## src/rtl/piso_serializer_if.sv

```systemverilog
// piso_serializer_if: parallel word handshake in, framed serial bit stream out
interface piso_serializer_if #(parameter int WIDTH = 4);
    logic [WIDTH-1:0] din;
    logic din_valid, din_ready, sout, sout_valid, sout_first, sout_last, busy;
    modport master (output din, din_valid, input din_ready, sout, sout_valid, sout_first, sout_last, busy);
    modport slave (input din, din_valid, output din_ready, sout, sout_valid, sout_first, sout_last, busy);
endinterface

```

## src/rtl/piso_serializer.sv

```systemverilog
// piso_serializer: parallel-in serial-out transmitter with first/last framing strobes
module piso_serializer #(
    parameter int WIDTH = 4,
    parameter bit MSB_FIRST = 1
) (
    input logic clk,
    input logic rst,
    piso_serializer_if.slave bus
);
    localparam int CW = $clog2(WIDTH);
    localparam logic [CW-1:0] LAST = CW'(WIDTH - 1);
    typedef enum logic {IDLE, SHIFT} state_t;
    state_t state;
    logic [WIDTH-1:0] sr, nxt;
    logic [CW-1:0] cnt;
    logic accept;
    always_comb begin
        nxt = MSB_FIRST ? sr << 1 : sr >> 1;
        bus.din_ready = state == IDLE || (state == SHIFT && cnt == LAST);
        accept = bus.din_valid && bus.din_ready;
    end
    assign bus.busy = state == SHIFT;
    // accept wins over end-of-word so back-to-back words stream without a gap
    always_ff @(posedge clk) begin
        if (rst) begin
            state <= IDLE;
            sr <= '0;
            cnt <= '0;
            bus.sout <= 1'b0;
            bus.sout_valid <= 1'b0;
            bus.sout_first <= 1'b0;
            bus.sout_last <= 1'b0;
        end else if (accept) begin
            state <= SHIFT;
            sr <= bus.din;
            cnt <= '0;
            bus.sout <= MSB_FIRST ? bus.din[WIDTH-1] : bus.din[0];
            bus.sout_valid <= 1'b1;
            bus.sout_first <= 1'b1;
            bus.sout_last <= 1'b0;
        end else if (state == SHIFT && cnt != LAST) begin
            sr <= nxt;
            cnt <= cnt + 1'b1;
            bus.sout <= MSB_FIRST ? nxt[WIDTH-1] : nxt[0];
            bus.sout_valid <= 1'b1;
            bus.sout_first <= 1'b0;
            bus.sout_last <= cnt + 1'b1 == LAST;
        end else begin
            state <= IDLE;
            cnt <= '0;
            bus.sout <= 1'b0;
            bus.sout_valid <= 1'b0;
            bus.sout_first <= 1'b0;
            bus.sout_last <= 1'b0;
        end
    end
endmodule

```

## src/flat_wrapper.sv

```systemverilog
// flat-port wrapper written by rule: the top's interface ports become plain ports
module piso_serializer_flat 
#(
    parameter int WIDTH = 4,
    parameter bit MSB_FIRST = 1
)
  (clk, rst, bus_din, bus_din_valid, bus_din_ready, bus_sout, bus_sout_valid, bus_sout_first, bus_sout_last, bus_busy);
  piso_serializer_if #(.WIDTH(WIDTH)) bus_i ();
  input logic clk;
  input logic rst;
  input wire logic [$bits(bus_i.din)-1:0] bus_din;
  input wire logic [$bits(bus_i.din_valid)-1:0] bus_din_valid;
  output wire logic [$bits(bus_i.din_ready)-1:0] bus_din_ready;
  output wire logic [$bits(bus_i.sout)-1:0] bus_sout;
  output wire logic [$bits(bus_i.sout_valid)-1:0] bus_sout_valid;
  output wire logic [$bits(bus_i.sout_first)-1:0] bus_sout_first;
  output wire logic [$bits(bus_i.sout_last)-1:0] bus_sout_last;
  output wire logic [$bits(bus_i.busy)-1:0] bus_busy;
  assign bus_i.din = bus_din;
  assign bus_i.din_valid = bus_din_valid;
  assign bus_din_ready = bus_i.din_ready;
  assign bus_sout = bus_i.sout;
  assign bus_sout_valid = bus_i.sout_valid;
  assign bus_sout_first = bus_i.sout_first;
  assign bus_sout_last = bus_i.sout_last;
  assign bus_busy = bus_i.busy;
  piso_serializer #(.WIDTH(WIDTH), .MSB_FIRST(MSB_FIRST)) u_core (.clk(clk), .rst(rst), .bus(bus_i));
endmodule
```

## config.mk

```make
export PLATFORM = sky130hd
export DESIGN_NAME = piso_serializer_flat
export DESIGN_NICKNAME = d
export VERILOG_FILES = /design/src/rtl/piso_serializer_if.sv /design/src/rtl/piso_serializer.sv /design/src/flat_wrapper.sv
export SDC_FILE = /design/constraint.sdc
export NUM_CORES = 1
export LEC_CHECK = 0
export CAP_MARGIN = 20
export CELL_PAD_IN_SITES_DETAIL_PLACEMENT = 1
export CELL_PAD_IN_SITES_GLOBAL_PLACEMENT = 1
export CORE_UTILIZATION = 30
export CTS_BUF_LIST = sky130_fd_sc_hd__clkbuf_4
export CTS_CLUSTER_SIZE = 8
export DETAILED_ROUTE_END_ITERATION = 10
export PLACE_DENSITY = 0.83
export SLEW_MARGIN = 20
export SYNTH_ARGS = -nofsm -noshare
export SYNTH_HDL_FRONTEND = slang
export SYNTH_SLANG_ARGS = --single-unit
export TNS_END_PERCENT = 5
```

## constraint.sdc

```tcl
create_clock -name clk -period 1 [get_ports clk]
set_input_delay 0.3 -clock clk [delete_from_list [all_inputs] [get_ports clk]]
set_output_delay 0.3 -clock clk [all_outputs]
set_load 0.1 [all_outputs]
```

==> reports/results.md, run 1 <==
| Stage | Metric | Reported |
|---|---|---|
| status | Status | finished with violations |
| status | Violations in the final reports | setup timing |
| yosys | Netlist area before placement | 393 sq um |
| yosys | Number of unique standard cell types used by synthesis | 17 |
| power | Power per cell area | 1430 nW/um^2 |
| timing | Post-route clock period utilization | 146% |
| cts | Clock tree from TritonCTS | yes |
| yosys | Post-synthesis average cell area | 11.2 sq um |
| placement | Post-detailed-placement half-perimeter wirelength | 854 um |
| die | Io pins | 13 |
| timing | Achievable clock frequency | 684 MHz |
| placement | Cell area after placement | 633 sq um |
| drt | Count of vias placed by the detailed router | 321 |
| setup path | Sort of element at the start of the critical path | flop |
| yosys | Commonest register cell after synthesis | dfxtp_1 |
| power | Maximum vdd ir drop | 999 uV |
| cts | Clock transition time at the flip-flop clock pins of the worst setup and hold paths | 0.07 ns |
| yosys | Leading cell types by total area after synthesis | dfxtp_1 (51%), mux2i_1 (7.6%), a211oi_2 (6.4%) |
| yosys | Number of warnings printed during yosys synthesis | 0 |
| drt | Routed WL | 1100 um |
| cells and area | Share of final-layout standard cells stronger than drive strength 1 | 62.5% |
| drt | Average vias per placed instance | 4.59 |
| global route | Wire length of the first global-routing pass | 1630 um |
| timing | Post-layout min period | 1.46 ns |
| placement | Input/output buffers | 12 |
| drt | Routed Antenna Nets | 0 |
| setup path | Critical path start-end classification | reg2out |
| die | Die height | 38.2 um |
| yosys | EDFF count, synth | 0 |
| yosys | Biggest area consumer among synthesized cells | dfxtp_1 |
| timing | Unrepaired setup endpoints after global routing | true |
| die | Number of standard-cell rows in the floorplan | 12 |
| global route | GR Util All Layers | 17.6% |
| power | Share of total power consumed by net switching | 31.7% |
| cells and area | Final net count | 66 |
| cells and area | Syn-to-layout area delta | 79.9% |
| job | Max-cap viol count | 0 |
| drt | Initial drt markers | 2 |
| power | Sequential share of power | 43.8% |
| timing | Largest clock skew in the final design | 0.00784 ns |
| yosys | Syn nets | 44 |
| power | Relative contribution of the clock network to total power | 27.4% |
| drt | First-pass detailed-route iteration total | 3 |
| placement | Final weighted congestion in routability-driven placement | 0.727 |
| setup path | Req. time, crit path | 0.70 ns |
| cells and area | Number of inserted diodes | 0 |
| power | Net load switching power | 320 uW |
| setup path | CP cell instances | ha_4 > nor2b_4 > inv_8 > buf_12 |
| setup path | Worst-path fanout max | 2 |
| cts | Clock network latency to the later pin of the worst-skew pair | 0.26 ns |
| cells and area | Total non-filler cell area in the finished layout | 707 sq um |
| global route | Antenna violations before repair | 0 |
| setup path | Worst path slowest cell | dfxtp_2 |
| setup path | Slowest cell delay on critical path | 0.34 ns |
| timing | Worst slew slack as a fraction of its limit | 84.8% |
| min path | Min-delay worst type | reg2reg |
| cts | Num CTS Buffers | 3 |
| cts | Buffer type at the clock tree root | clkbuf_4 |
| yosys | Gate count of the mapped netlist | 35 |
| yosys | Top-area cell type share of the netlist area | 51.0% |
| yosys | Portion of the post-synthesis area used by sequential elements | 51.0% |
| setup path | Arr. time, crit path | 1.16 ns |
| global route | Vias in the first global route | 357 |
| cts | CTS H-tree depth | 1 |
| die | Floorplan die area | 1460 sq um |
| setup path | Nature of the critical path endpoint | primary output |
| power | Cell-internal power | 689 uW |
| die | Initial core utilization | 34.0% |
| cts | Clock sinks | 10 |
| timing | Worst Max-Slew Pin Slew | 0.221 ns |
| die | Core Area | 1160 sq um |
| global route | Global-route congestion overflow total | 0 |
| cts | Longest Clk Path Bufs | 2 |
| setup path | Reg2Reg Setup Slack | -0.29 ns |
| yosys | Count leader, synth | dfxtp_1 |
| timing | Hold violation count in the final report | 0 |
| placement | Post-placement worst setup slack | -0.426 ns |
| power | Relative contribution of combinational cells to total power | 28.8% |
| timing | Total count of max-transition violations in the final report | 0 |
| timing | Number of failing setup endpoints in the final timing report | 16 |
| yosys | Number of synthesized register bits | 10 |
| cells and area | Count of fill cells added during filler insertion | 115 |
| power | Leakage component of the power | 0.290 nW |
| yosys | Most numerous cell types in the synthesized netlist | dfxtp_1 (10), nor2_1 (5), mux2i_1 (3) |
| global route | Pin count of the biggest net entering global routing | 11 |
| die | Die X-Extent | 38.2 um |
| yosys | Asr flop ratio synth | 0% |
| drt | Routed length per instance | 15.7 um |
| drt | DRC errors left | 0 |
| timing | Worst setup margin | -0.461 ns |
[critical path: cells and delay by family, from the launching register on]
family | cells | cell delay [ns]
fa+ha+maj | 1 | 0.16
buf+inv | 2 | 0.20
simple gates | 1 | 0.19
flops | 1 | 0.34
[routing by layer]
layer / global-route usage [%] / vias up / share of wire [%]
met4: 2.68 / 0 / 0
met5: 0 / - / 0
met2: 35.2 / 8 / 59
li1: - / 157 / -
met3: 5.23 / 0 / 3.4
met1: 17.6 / 156 / 38
[timing repair]
item	CTS	global route
hold buffers	0	0
setup buffers	1	0
pin swaps	1	0
resized for setup	14	0
setup endpoints to repair	16	16
[state kept, by name (all words and copies together) (netlist names)]
name / cells
u_core.cnt: 2
u_core.bus.sout_valid: 1
u_core.bus.sout: 1
u_core.sr: 3
u_core.bus.sout_first: 1
u_core.bus.sout_last: 1
u_core.bus.busy: 1
[stage by stage]
stage | hold slack (ns) | total power, mW | std cells | utilization [%] | setup TNS [ns]
after floorplan | 0.431 | 0.603 | 35 | - | -2.23
after global placement | 0.443 | 0.708 | 65 | 54.8 | -2.47
after detailed placement | 0.503 | 0.725 | 65 | 54.8 | -3.25
after CTS | 0.499 | 1.02 | 70 | 61.1 | -2.71
after global routing | 0.498 | 1.05 | 70 | 61.1 | -3.29
final | 0.488 | 1.01 | 70 | 61.1 | -2.64
[power groups by stage]
stage	sequential (mW)	clock, mW	combinational [mW]
after floorplan	0.513	0	0.0899
after global placement	0.442	0	0.266
after detailed placement	0.446	0	0.278
after CTS	0.441	0.288	0.291
after global routing	0.444	0.303	0.300
final	0.442	0.277	0.290
[layout make-up]
cell class / instances / area, sq um / share of cell area (%)
clock buffer: 3 / 22.5 / 3.19
clock inverter: 1 / 3.75 / 0.531
inverter: 2 / 15.0 / 2.12
multi-input combinational: 21 / 198 / 28.0
sequential: 10 / 211 / 29.9
tap: 14 / 17.5 / 2.48
timing repair buffer: 19 / 239 / 33.8
[cell families (layout without fill, tap and decap cells)]
group                    Yosys count  count (layout)  synth area share [%]
AO/OA/AOI/OAI                      3               3                  7.64
adder cells (fa/ha/maj)            2               2                  6.37
buffers and inverters              4              25                  6.69
flip-flops                        10              10                  51.0
multiplexers                       3               3                  7.64
AND/OR/NAND/NOR                   13              13                  20.7
[path summary, 6_finish.rpt]
kind,depth (start not counted),endpoint,startpoint
max,4,bus_din_ready,u_core.cnt[1]
min,2,u_core.bus.sout,u_core.sr[2]
max reg2reg,6,u_core.sr[1],u_core.cnt[1]
min reg2reg,2,u_core.bus.sout,u_core.sr[2]
[cells in the final DEF, fill, tap and decap left out, drive strengths merged]
cell,n
ha,2
a211oi,2
clkinv,1
dfxtp,10
mux2i,3
nor3b,2
nand3,1
clkbuf,3
nor2b,1
buf,13
dlygate4sd2,1
nor3,3
nor2,5
nand2,1
inv,2
a21oi,1
clkdlybuf4s50,5
No activity file was read; power rests on OpenSTA's default activity.
==> inputs of run 2 (changes only) <==
--- a/config.mk
+++ b/config.mk
@@ -13,7 +13,7 @@
 export CTS_CLUSTER_SIZE = 8
 export DETAILED_ROUTE_END_ITERATION = 10
 export PLACE_DENSITY = 0.83
-export SLEW_MARGIN = 20
+export SLEW_MARGIN = 40
 export SYNTH_ARGS = -nofsm -noshare
 export SYNTH_HDL_FRONTEND = slang
 export SYNTH_SLANG_ARGS = --single-unit
==> results of run 2 <==
The final DEF is identical to that of run 1; final timing and power are the same.
==> inputs of run 3 (changes only) <==
--- a/config.mk
+++ b/config.mk
@@ -12,7 +12,7 @@
 export CTS_BUF_LIST = sky130_fd_sc_hd__clkbuf_4
 export CTS_CLUSTER_SIZE = 8
 export DETAILED_ROUTE_END_ITERATION = 10
-export PLACE_DENSITY = 0.83
+export PLACE_DENSITY = 0.71
 export SLEW_MARGIN = 40
 export SYNTH_ARGS = -nofsm -noshare
 export SYNTH_HDL_FRONTEND = slang
==> reports/results.md, run 3 (synthesis results as in run 1) <==
| Stage | Metric | Reported | Delta |
|---|---|---|---|
| status | Status | finished with violations |  |
| status | Violations in the final reports | setup timing |  |
| placement | Input/output buffers | 12 | unchanged |
| placement | Final weighted congestion in routability-driven placement | 0.699 | -3.9% |
| timing | Worst Max-Slew Pin Slew | 0.264 ns | +0.0428 ns |
| global route | Vias in the first global route | 292 | -18% |
| drt | DRC errors left | 0 | unchanged |
| drt | Routed WL | 823 um | -25% |
| job | Max-cap viol count | 0 | unchanged |
| cells and area | Biggest registers after layout | u_core.sr: 3 flops, u_core.cnt: 2 flops |  |
| global route | Antenna violations before repair | 0 | unchanged |
| cells and area | Leading cell type in the layout, fill and taps excluded | buf_4 |  |
| cts | Clock tree from TritonCTS | yes |  |
| setup path | Critical path buffer and inverter count | 2 | unchanged |
| setup path | Arr. time, crit path | 1.14 ns | -0.02 ns |
| setup path | Sort of element at the start of the critical path | flop |  |
| power | Net load switching power | 312 uW | -2.5% |
| drt | Average vias per placed instance | 4.56 | -0.66% |
| cells and area | Area taken by flip-flops and latches | 211 sq um | unchanged |
| cells and area | Commonest cells after routing, fill and taps aside | buf_4 (7), buf_12 (6), dfxtp_2 (6), clkdlybuf4s50_1 (5) |  |
| timing | Post-layout min period | 1.44 ns | -0.0227 ns |
| die | Die height | 38.2 um | unchanged |
| drt | First-pass detailed-route iteration total | 3 | unchanged |
| die | Die X-Extent | 38.2 um | unchanged |
| die | Core Area | 1160 sq um | unchanged |
| cts | Clock network latency to the later pin of the worst-skew pair | 0.26 ns | about the same |
| setup path | Slowest cell delay on critical path | 0.34 ns | about the same |
| power | Cell-internal power | 698 uW | +1.2% |
| timing | Hold violation count in the final report | 0 | unchanged |
| global route | Global-route congestion overflow total | 0 | unchanged |
| timing | Worst setup margin | -0.438 ns | +0.0227 ns |
| timing | Worst slew slack as a fraction of its limit | 82.4% | -2.4 points |
| timing | Largest clock skew in the final design | 0.00547 ns | -0.00237 ns |
| drt | Count of vias placed by the detailed router | 328 | +2.2% |
| die | Initial core utilization | 34.0% | unchanged |
| cells and area | Final core occ | 62.9% | +1.7 points |
| placement | Post-placement worst setup slack | -0.415 ns | +0.0114 ns |
| setup path | Req. time, crit path | 0.70 ns | about the same |
| cts | CTS H-tree depth | 1 | unchanged |
| power | Maximum vdd ir drop | 814 uV | -19% |
| global route | Pin count of the biggest net entering global routing | 9 | -2 |
| cts | Num CTS Buffers | 3 | unchanged |
| drt | Routed length per instance | 11.4 um | -27% |
| setup path | Critical path start-end classification | reg2out |  |
| timing | Unrepaired setup endpoints after global routing | true |  |
| cells and area | Largest register FFs | 3 | unchanged |
| cts | Clock sinks | 10 | unchanged |
| setup path | CP cell instances | ha_4 > nor2b_4 > inv_8 > buf_12 |  |
| cts | Buffer type at the clock tree root | clkbuf_4 |  |
| timing | Number of failing setup endpoints in the final timing report | 14 | -2 |
| timing | Achievable clock frequency | 695 MHz | +1.6% |
| drt | Initial drt markers | 5 | +3 |
| power | Share of total power consumed by net switching | 30.9% | -0.80 points |
| power | Leakage component of the power | 0.303 nW | +4.4% |
| timing | Total count of max-transition violations in the final report | 0 | unchanged |
| global route | GR Util All Layers | 13.0% | -4.6 points |
| power | Relative contribution of combinational cells to total power | 29.1% | +0.3 points |
| die | Floorplan die area | 1460 sq um | unchanged |
| drt | Routed Antenna Nets | 0 | unchanged |
| min path | Min-delay worst type | reg2reg |  |
| setup path | Worst path slowest cell | dfxtp_2 |  |
| global route | Wire length of the first global-routing pass | 1210 um | -25% |
| die | Io pins | 13 | unchanged |
| setup path | Worst-path fanout max | 2 | unchanged |
| cts | Clock transition time at the flip-flop clock pins of the worst setup and hold paths | 0.06 ns | about the same |
| cells and area | Syn-to-layout area delta | 85.0% |  |
| cells and area | Register containing the most flip-flops in the final layout | u_core.sr |  |
| die | Number of standard-cell rows in the floorplan | 12 | unchanged |
| power | Sequential share of power | 43.5% | -0.3 points |
| setup path | Crit path max-delay family | flip-flops |  |
| cells and area | Share of final-layout standard cells stronger than drive strength 1 | 63.8% | +1.3 points |
| power | Power per cell area | 1390 nW/um^2 | -2.7% |
| cts | Longest Clk Path Bufs | 2 | unchanged |
| cells and area | Final net count | 68 | +3.0% |
| power | Relative contribution of the clock network to total power | 27.5% | about the same |
| cells and area | Number of inserted diodes | 0 | unchanged |
| cells and area | Combined area of the multi-input logic cells | 199 sq um | +0.63% |
| timing | Post-route clock period utilization | 144% | -2.3 points |
| setup path | Nature of the critical path endpoint | primary output |  |
| cells and area | Count of fill cells added during filler insertion | 122 | +6.1% |
-- run 3: per-layer routing --
metal / vias up / GRT usage, % / part of all wire (%)
met5: - / 0 / 0
met4: 0 / 10.7 / 2.1
met3: 4 / 3.49 / 5.1
met2: 11 / 19.5 / 49
met1: 147 / 15.4 / 43
li1: 166 / - / -
-- run 3: final cells by class --
cell class,instances,area share [%]
clock inverters,1,0.516
flip-flops and latches,10,29.1
multi-input cells,21,27.4
inverters,2,2.07
clock buffers,3,3.10
well taps,14,2.41
repair buffers,21,35.5
-- run 3: stage by stage --
stage          area [sq um]  std cells  hold slack (ns)  total power, mW  TNS [ns]
6_report                727         72            0.474             1.01     -2.84
5_1_grt                 727         72            0.487             1.04     -3.43
4_1_cts                 706         71            0.475             1.01     -2.32
3_5_place_dp            641         66            0.473            0.720     -3.08
3_3_place_gp            641         66            0.439            0.712     -2.56
2_1_floorplan           407         35            0.431            0.603     -2.23
-- run 3: power by group through the flow --
| stage | Clock (mW) | Sequential, mW | Combinational [mW] |
|---|---|---|---|
| 6_report | 0.277 | 0.439 | 0.293 |
| 5_1_grt | 0.296 | 0.441 | 0.307 |
| 4_1_cts | 0.287 | 0.439 | 0.285 |
| 3_5_place_dp | 0 | 0.444 | 0.276 |
| 3_3_place_gp | 0 | 0.442 | 0.270 |
| 2_1_floorplan | 0 | 0.513 | 0.0899 |
-- run 3: path summary, 6_finish.rpt --
path | startpoint | end | slack (ns) | depth (start not counted)
max | u_core.cnt[0] | bus_din_ready | -0.44 | 4
max reg2reg | u_core.cnt[0] | u_core.sr[2] | -0.34 | 8
min | u_core.sr[2] | u_core.bus.sout | 0.47 | 2
min reg2reg | u_core.sr[2] | u_core.bus.sout | 0.47 | 2
-- run 3: timing repair --
| item | 4_1_cts | 5_1_grt |
|---|---|---|
| endpoints found under the setup margin | 16 | 16 |
| setup buffers | 1 | 1 |
| hold buffers | 0 | 0 |
| gates resized for setup | 12 | 3 |
| pin swaps | 1 | 2 |
-- run 3: worst register-to-register path, cell delays in order, from the launching register on --
cell and delay, ns:
dfxtp_2 0.34, ha_4 0.16, nor2b_4 0.18, inv_8 0.04
buf_4 0.12, buf_4 0.12, buf_8 0.13, nor2_2 0.09
a211oi_2 0.05
